===== src/rtl/serial_adder_pkg.sv =====
// Shared types and helpers for the bit-serial adder.
package serial_adder_pkg;

   // FSM state encoding, kept as plain constants for legacy tools
   typedef logic [1:0] state_t;
   localparam state_t ST_IDLE = 2'd0;
   localparam state_t ST_RUN  = 2'd1;
   localparam state_t ST_DONE = 2'd2;

   // Bit-counter width for a given operand width: CNT_W = $clog2(WIDTH)
   function automatic int cnt_width(input int width);
      return (width < 2) ? 1 : $clog2(width);
   endfunction

endpackage


===== src/rtl/serial_adder_full_adder.sv =====
// Combinational one-bit full adder cell, the per-bit datapath of serial_adder.
module full_adder (
   input  logic A,
   input  logic B,
   input  logic Ci,
   output logic S,
   output logic Co
);

   logic w_p;

   // Propagate term shared by sum and carry
   assign w_p = A ^ B;
   assign S   = w_p ^ Ci;
   assign Co  = (A & B) | (Ci & w_p);

endmodule


===== src/rtl/serial_adder.sv =====
// Bit-serial adder: LSB-first, one bit per clock through a single full_adder.
// {Co,S} = A + B + Ci after WIDTH+1 cycles, with a start/done handshake.
module serial_adder
   import serial_adder_pkg::*;
#(
   parameter int WIDTH = 8
) (
   input  logic             clk,
   input  logic             rst,
   input  logic             start,
   input  logic [WIDTH-1:0] A,
   input  logic [WIDTH-1:0] B,
   input  logic             Ci,
   output logic             busy,
   output logic             done,
   output logic [WIDTH-1:0] S,
   output logic             Co
);

   localparam int               CNT_W    = cnt_width(WIDTH);
   localparam logic [CNT_W-1:0] CNT_LAST = CNT_W'(WIDTH - 1);

   state_t           r_state;
   logic [WIDTH-1:0] r_a_sr;
   logic [WIDTH-1:0] r_b_sr;
   // Sum shift register; its bit 0 is never stored because the bit that
   // would land there only ever feeds the final copy into S.
   logic [WIDTH-1:1] r_s_sr;
   logic             r_carry;
   logic [CNT_W-1:0] r_cnt;
   logic [WIDTH-1:0] r_S;
   logic             r_Co;

   logic             w_sum;
   logic             w_cout;
   logic             w_accept;
   logic             w_last;
   logic [WIDTH-1:0] w_s_next;

   // start only counts when the engine is idle or just finishing
   assign w_accept = start && ((r_state == ST_IDLE) || (r_state == ST_DONE));
   assign w_last   = (r_state == ST_RUN) && (r_cnt == CNT_LAST);
   assign w_s_next = {w_sum, r_s_sr};

   full_adder u_fa (
      .A  (r_a_sr[0]),
      .B  (r_b_sr[0]),
      .Ci (r_carry),
      .S  (w_sum),
      .Co (w_cout)
   );

   // Control FSM: IDLE -> RUN for WIDTH cycles -> DONE for one cycle
   always_ff @(posedge clk) begin
      if (rst) begin
         r_state <= ST_IDLE;
      end else begin
         case (r_state)
            ST_IDLE: if (start)  r_state <= ST_RUN;
            ST_RUN:  if (w_last) r_state <= ST_DONE;
            ST_DONE: r_state <= start ? ST_RUN : ST_IDLE;
            default: r_state <= ST_IDLE;
         endcase
      end
   end

   // Operand capture and per-bit shifting; operands are frozen once accepted
   always_ff @(posedge clk) begin
      if (rst) begin
         r_a_sr  <= '0;
         r_b_sr  <= '0;
         r_s_sr  <= '0;
         r_carry <= 1'b0;
         r_cnt   <= '0;
      end else if (w_accept) begin
         r_a_sr  <= A;
         r_b_sr  <= B;
         r_carry <= Ci;
         r_cnt   <= '0;
      end else if (r_state == ST_RUN) begin
         r_a_sr  <= {1'b0, r_a_sr[WIDTH-1:1]};
         r_b_sr  <= {1'b0, r_b_sr[WIDTH-1:1]};
         r_s_sr  <= w_s_next[WIDTH-1:1];
         r_carry <= w_cout;
         r_cnt   <= r_cnt + 1'b1;
      end
   end

   // Result registers update only on the last bit, so they hold through RUN
   always_ff @(posedge clk) begin
      if (rst) begin
         r_S  <= '0;
         r_Co <= 1'b0;
      end else if (w_last) begin
         r_S  <= w_s_next;
         r_Co <= w_cout;
      end
   end

   assign busy = (r_state == ST_RUN);
   assign done = (r_state == ST_DONE);
   assign S    = r_S;
   assign Co   = r_Co;

endmodule


===== config.mk =====
export PLATFORM = sky130hd
export DESIGN_NAME = serial_adder
export DESIGN_NICKNAME = d
export VERILOG_FILES = /design/src/rtl/serial_adder_pkg.sv /design/src/rtl/serial_adder_full_adder.sv /design/src/rtl/serial_adder.sv
export SDC_FILE = /design/constraint.sdc
export NUM_CORES = 1
export LEC_CHECK = 0
export ABC_AREA = 0
export BUFFER_PORTS_ARGS = -buffer_cell sky130_fd_sc_hd__buf_2
export CORE_ASPECT_RATIO = 0.9
export CORE_MARGIN = 2
export CORE_UTILIZATION = 56
export CTS_BUF_LIST = sky130_fd_sc_hd__clkbuf_4 sky130_fd_sc_hd__clkbuf_8
export DETAILED_ROUTE_END_ITERATION = 6
export GPL_TIMING_DRIVEN = 0
export PLACE_DENSITY = 0.83
export SYNTH_ARGS = -nofsm -noshare
export SYNTH_HDL_FRONTEND = slang
export SYNTH_HIERARCHICAL = 1
export SYNTH_SLANG_ARGS = --single-unit

===== constraint.sdc =====
create_clock -name clk -period 1.5 [get_ports clk]
set_input_delay 0.075 -clock clk [delete_from_list [all_inputs] [get_ports clk]]
set_output_delay 0.075 -clock clk [all_outputs]
set_load 0.02 [all_outputs]

==> qor.yml <==
status:
  outcome: "complete, but fails checks"
  violations: "DRC"
finish:
  area_delta_synth_final_pct: 20.2
  num_antenna_cells: 0
  final_util_pct: 72.6
  fin_cells: 243
  nNetsFinal: 237
  drive_gt1_share_pct: 23.7
timing:
  fin_ws_ns: 0.135
  post-route-min-period_ns: 1.37
  clock_skew_ns: 0.00686
  setup_viol: 0
  final_max_slew_viol_count: 0
  fin_tns_setup_ns: 0
  max_slew.worst_pin.slew_ns: 0.500
  rsz0062_at_grt: "no"
  fmax_ghz: 0.733
  finalHoldViolations: 0
  timing.hold.ws_ns: 0.00746
  maxSlewHeadroom_pct: 66.7
  period_share_pct: 91.0
global_routing:
  grt_overflow: 0
  grt_pass1_vias: 1381
  grt_pass1_wl_um: 6200
  grt_max_degree: 17
  antenna_found_initial: 0
  track_usage_pct: 27.4
clocking:
  clk_latency_ns: 0.35
  clk_pin_slew_worst_paths_ns: 0.11
  htree_levels: 2
  clockRootBuffer: "clkbuf_4"
  cts.sinks: 38
  clockBufferDepth: 2
  cts_buffers: 5
  cts_tree: "built"
synthesis:
  async_flop_share_pct: 0
  ys_top_cells_by_area: "dfxtp_1 (50%), nand2_1 (9.9%), a21oi_1 (6.3%), nor3_1 (4.6%), a311oi_1 (4.0%)"
  netlist_area_mm2: 0.00152
  ys_ff_latch: 38
  netlist.area_leader.share_pct: 50.2
  yosysMostFrequentCell: "nand2_1"
  synth_cells: 177
  ys.flop_type: "dfxtp_1"
  syn_nets: 200
  synth-seq-area-share_pct: 50.2
  synth-edff-count: 0
  yosysWarnings: 6
  synth.distinct_cells: 23
  synthTopCellsByCount: "nand2_1 (40), dfxtp_1 (38), a21oi_1 (19), nor3_1 (14), nand3_1 (12)"
  synth_top_area_cell: "dfxtp_1"
  avgSynthCellArea_um2: 8.56
min_path:
  min_path_type: "input port to flip-flop"
setup_path:
  rr_worst_depth: 6
  rrSetupSlack_ns: 0.15
  critPathCapture: "busy"
  path_class: "flip-flop to output port"
  r2r-start: "r_state[1]$_SDFFE_PP0P_"
  cp-start-kind: "flip-flop"
  cp.required_ns: 1.42
  startpoint: "r_state[1]$_SDFFE_PP0P_"
  end_kind: "output port"
  arrival_ns: 1.29
  worstReg2RegEnd: "r_a_sr[6]$_SDFFE_PP0P_"
  crit_fanout: 16
power_and_ir_drop:
  power.share.switching_pct: 23.0
  clockPowerShare_pct: 40.0
  p_sw_uw: 516
  power_frac_comb_pct: 11.3
  internal-power_uw: 1730
  p_per_area_mw_per_mm2: 1230
  irDropWorstVdd_mv: 0.807
  p_leak_uw: 0.000742
  sequentialPowerShare_pct: 48.7
flow_run:
  maxCapViolations: 0
die:
  rows: 17
  die_h_um: 53.3
  core-area_mm2: 0.00251
  design.portCount: 31
  die_w_um: 58.8
  die_area_mm2: 0.00314
  initial_utilization_pct: 60.4
detailed_routing:
  vias: 1423
  route.detailed.drc: 1
  detail-route-antenna-nets: 0
  detail_route.wirelength_um: 3690
  drtIter0Drc: 81
  via_per_inst: 5.86
  drt_pass1_iterations: 7
  avgRoutedWirePerCell_um: 15.2
place:
  gp_congestion: 0.779
  dp_hpwl_um: 2510
  portBuffers: 29
  dp.cells: 234
  pre_cts_ws_ns: 0.0774
-- critical path: stages (launching register included) --
cell and delay (ns):
dfxtp_1 0.34, nand2b_1 0.15, buf_6 0.15, inv_6 0.12
buf_2 0.18
-- routing by layer --
layer  part of all wire, %  global-route usage [%]
met3                   6.8                    7.09
met1                    42                    31.8
met4                   1.7                    12.9
met2                    50                    47.0
met5                     0                       0
-- metrics by stage --
step                area (µm²)  power (µW)
floorplan                 1520        1280
global placement          1700        1340
detailed placement        1700        1360
CTS                       1810        2250
global route              1820        2330
finish                    1820        2240
-- power by group through the flow --
stage / logic [µW] / registers, µW / clock network (µW)
3_3_place_gp: 236 / 1110 / 0
2_1_floorplan: 176 / 1100 / 0
6_report: 254 / 1090 / 896
5_1_grt: 281 / 1100 / 950
3_5_place_dp: 248 / 1110 / 0
4_1_cts: 251 / 1090 / 909
-- cell type report --
cell class                      instances  area (µm²)
Tap cell                               28        35.0
Sequential cell                        38         762
Clock buffer                            6        51.3
Clock inverter                          2        60.1
Timing Repair Buffer                   31         163
Buffer                                 14        82.6
Multi-Input combinational cell        123         659
Inverter                                1        8.76
Fill cell                             179         688
-- registers in the layout, summed over array words and instances (netlist names) --
register and cells:
r_b_sr 8, r_a_sr 8, r_cnt 3, Co 1
r_carry 1, S 8, r_state 2, r_s_sr 7
-- cells in the final DEF, fill, tap and decap left out, types with 4 or more instances in the layout --
| master | instances |
|---|---|
| nand2_1 | 40 |
| dfxtp_1 | 37 |
| buf_2 | 34 |
| a21oi_1 | 19 |
| nor3_1 | 14 |
| nand3_1 | 12 |
| nor2_1 | 10 |
| a311oi_1 | 7 |
| o22ai_1 | 5 |
| clkbuf_4 | 5 |
| clkbuf_1 | 4 |
-- repair_timing --
| item | in CTS | in global routing |
|---|---|---|
| buffers inserted | 0 | 1 |
| hold endpoints to repair | 1 | 0 |
| pin swaps | 0 | 1 |
| setup endpoints to repair | 1 | 10 |
| hold buffers | 1 | 0 |
| gates resized for setup | 1 | 2 |
-- logic make-up (layout without fill, tap and decap cells) --
logic type | after synthesis | count (layout) | share of synthesized area (%)
simple gates | 81 | 81 | 23.1
xor+xnor | 1 | 1 | 0.578
fa+ha+maj | 3 | 3 | 2.97
flops | 38 | 38 | 50.2
compound gates | 35 | 35 | 14.9
mux | 3 | 3 | 1.98
buf+inv | 16 | 54 | 6.28
-- how the worst min path moves through the flow --
stage,end,from,slack [ns],cells after the start
6_report,r_b_sr[6]$_SDFFE_PP0P_,B[6],0.007,3
5_1_grt,r_a_sr[4]$_SDFFE_PP0P_,A[4],0.005,3
4_1_cts,r_a_sr[4]$_SDFFE_PP0P_,A[4],0.002,3
3_5_place_dp,r_a_sr[7]$_SDFFE_PP0P_,A[7],0.36,3
3_3_place_gp,r_a_sr[7]$_SDFFE_PP0P_,A[7],0.33,3
2_1_floorplan,r_a_sr[7]$_SDFFE_PP0P_,A[7],0.21,2
No activity file was read; power rests on OpenSTA's default activity.
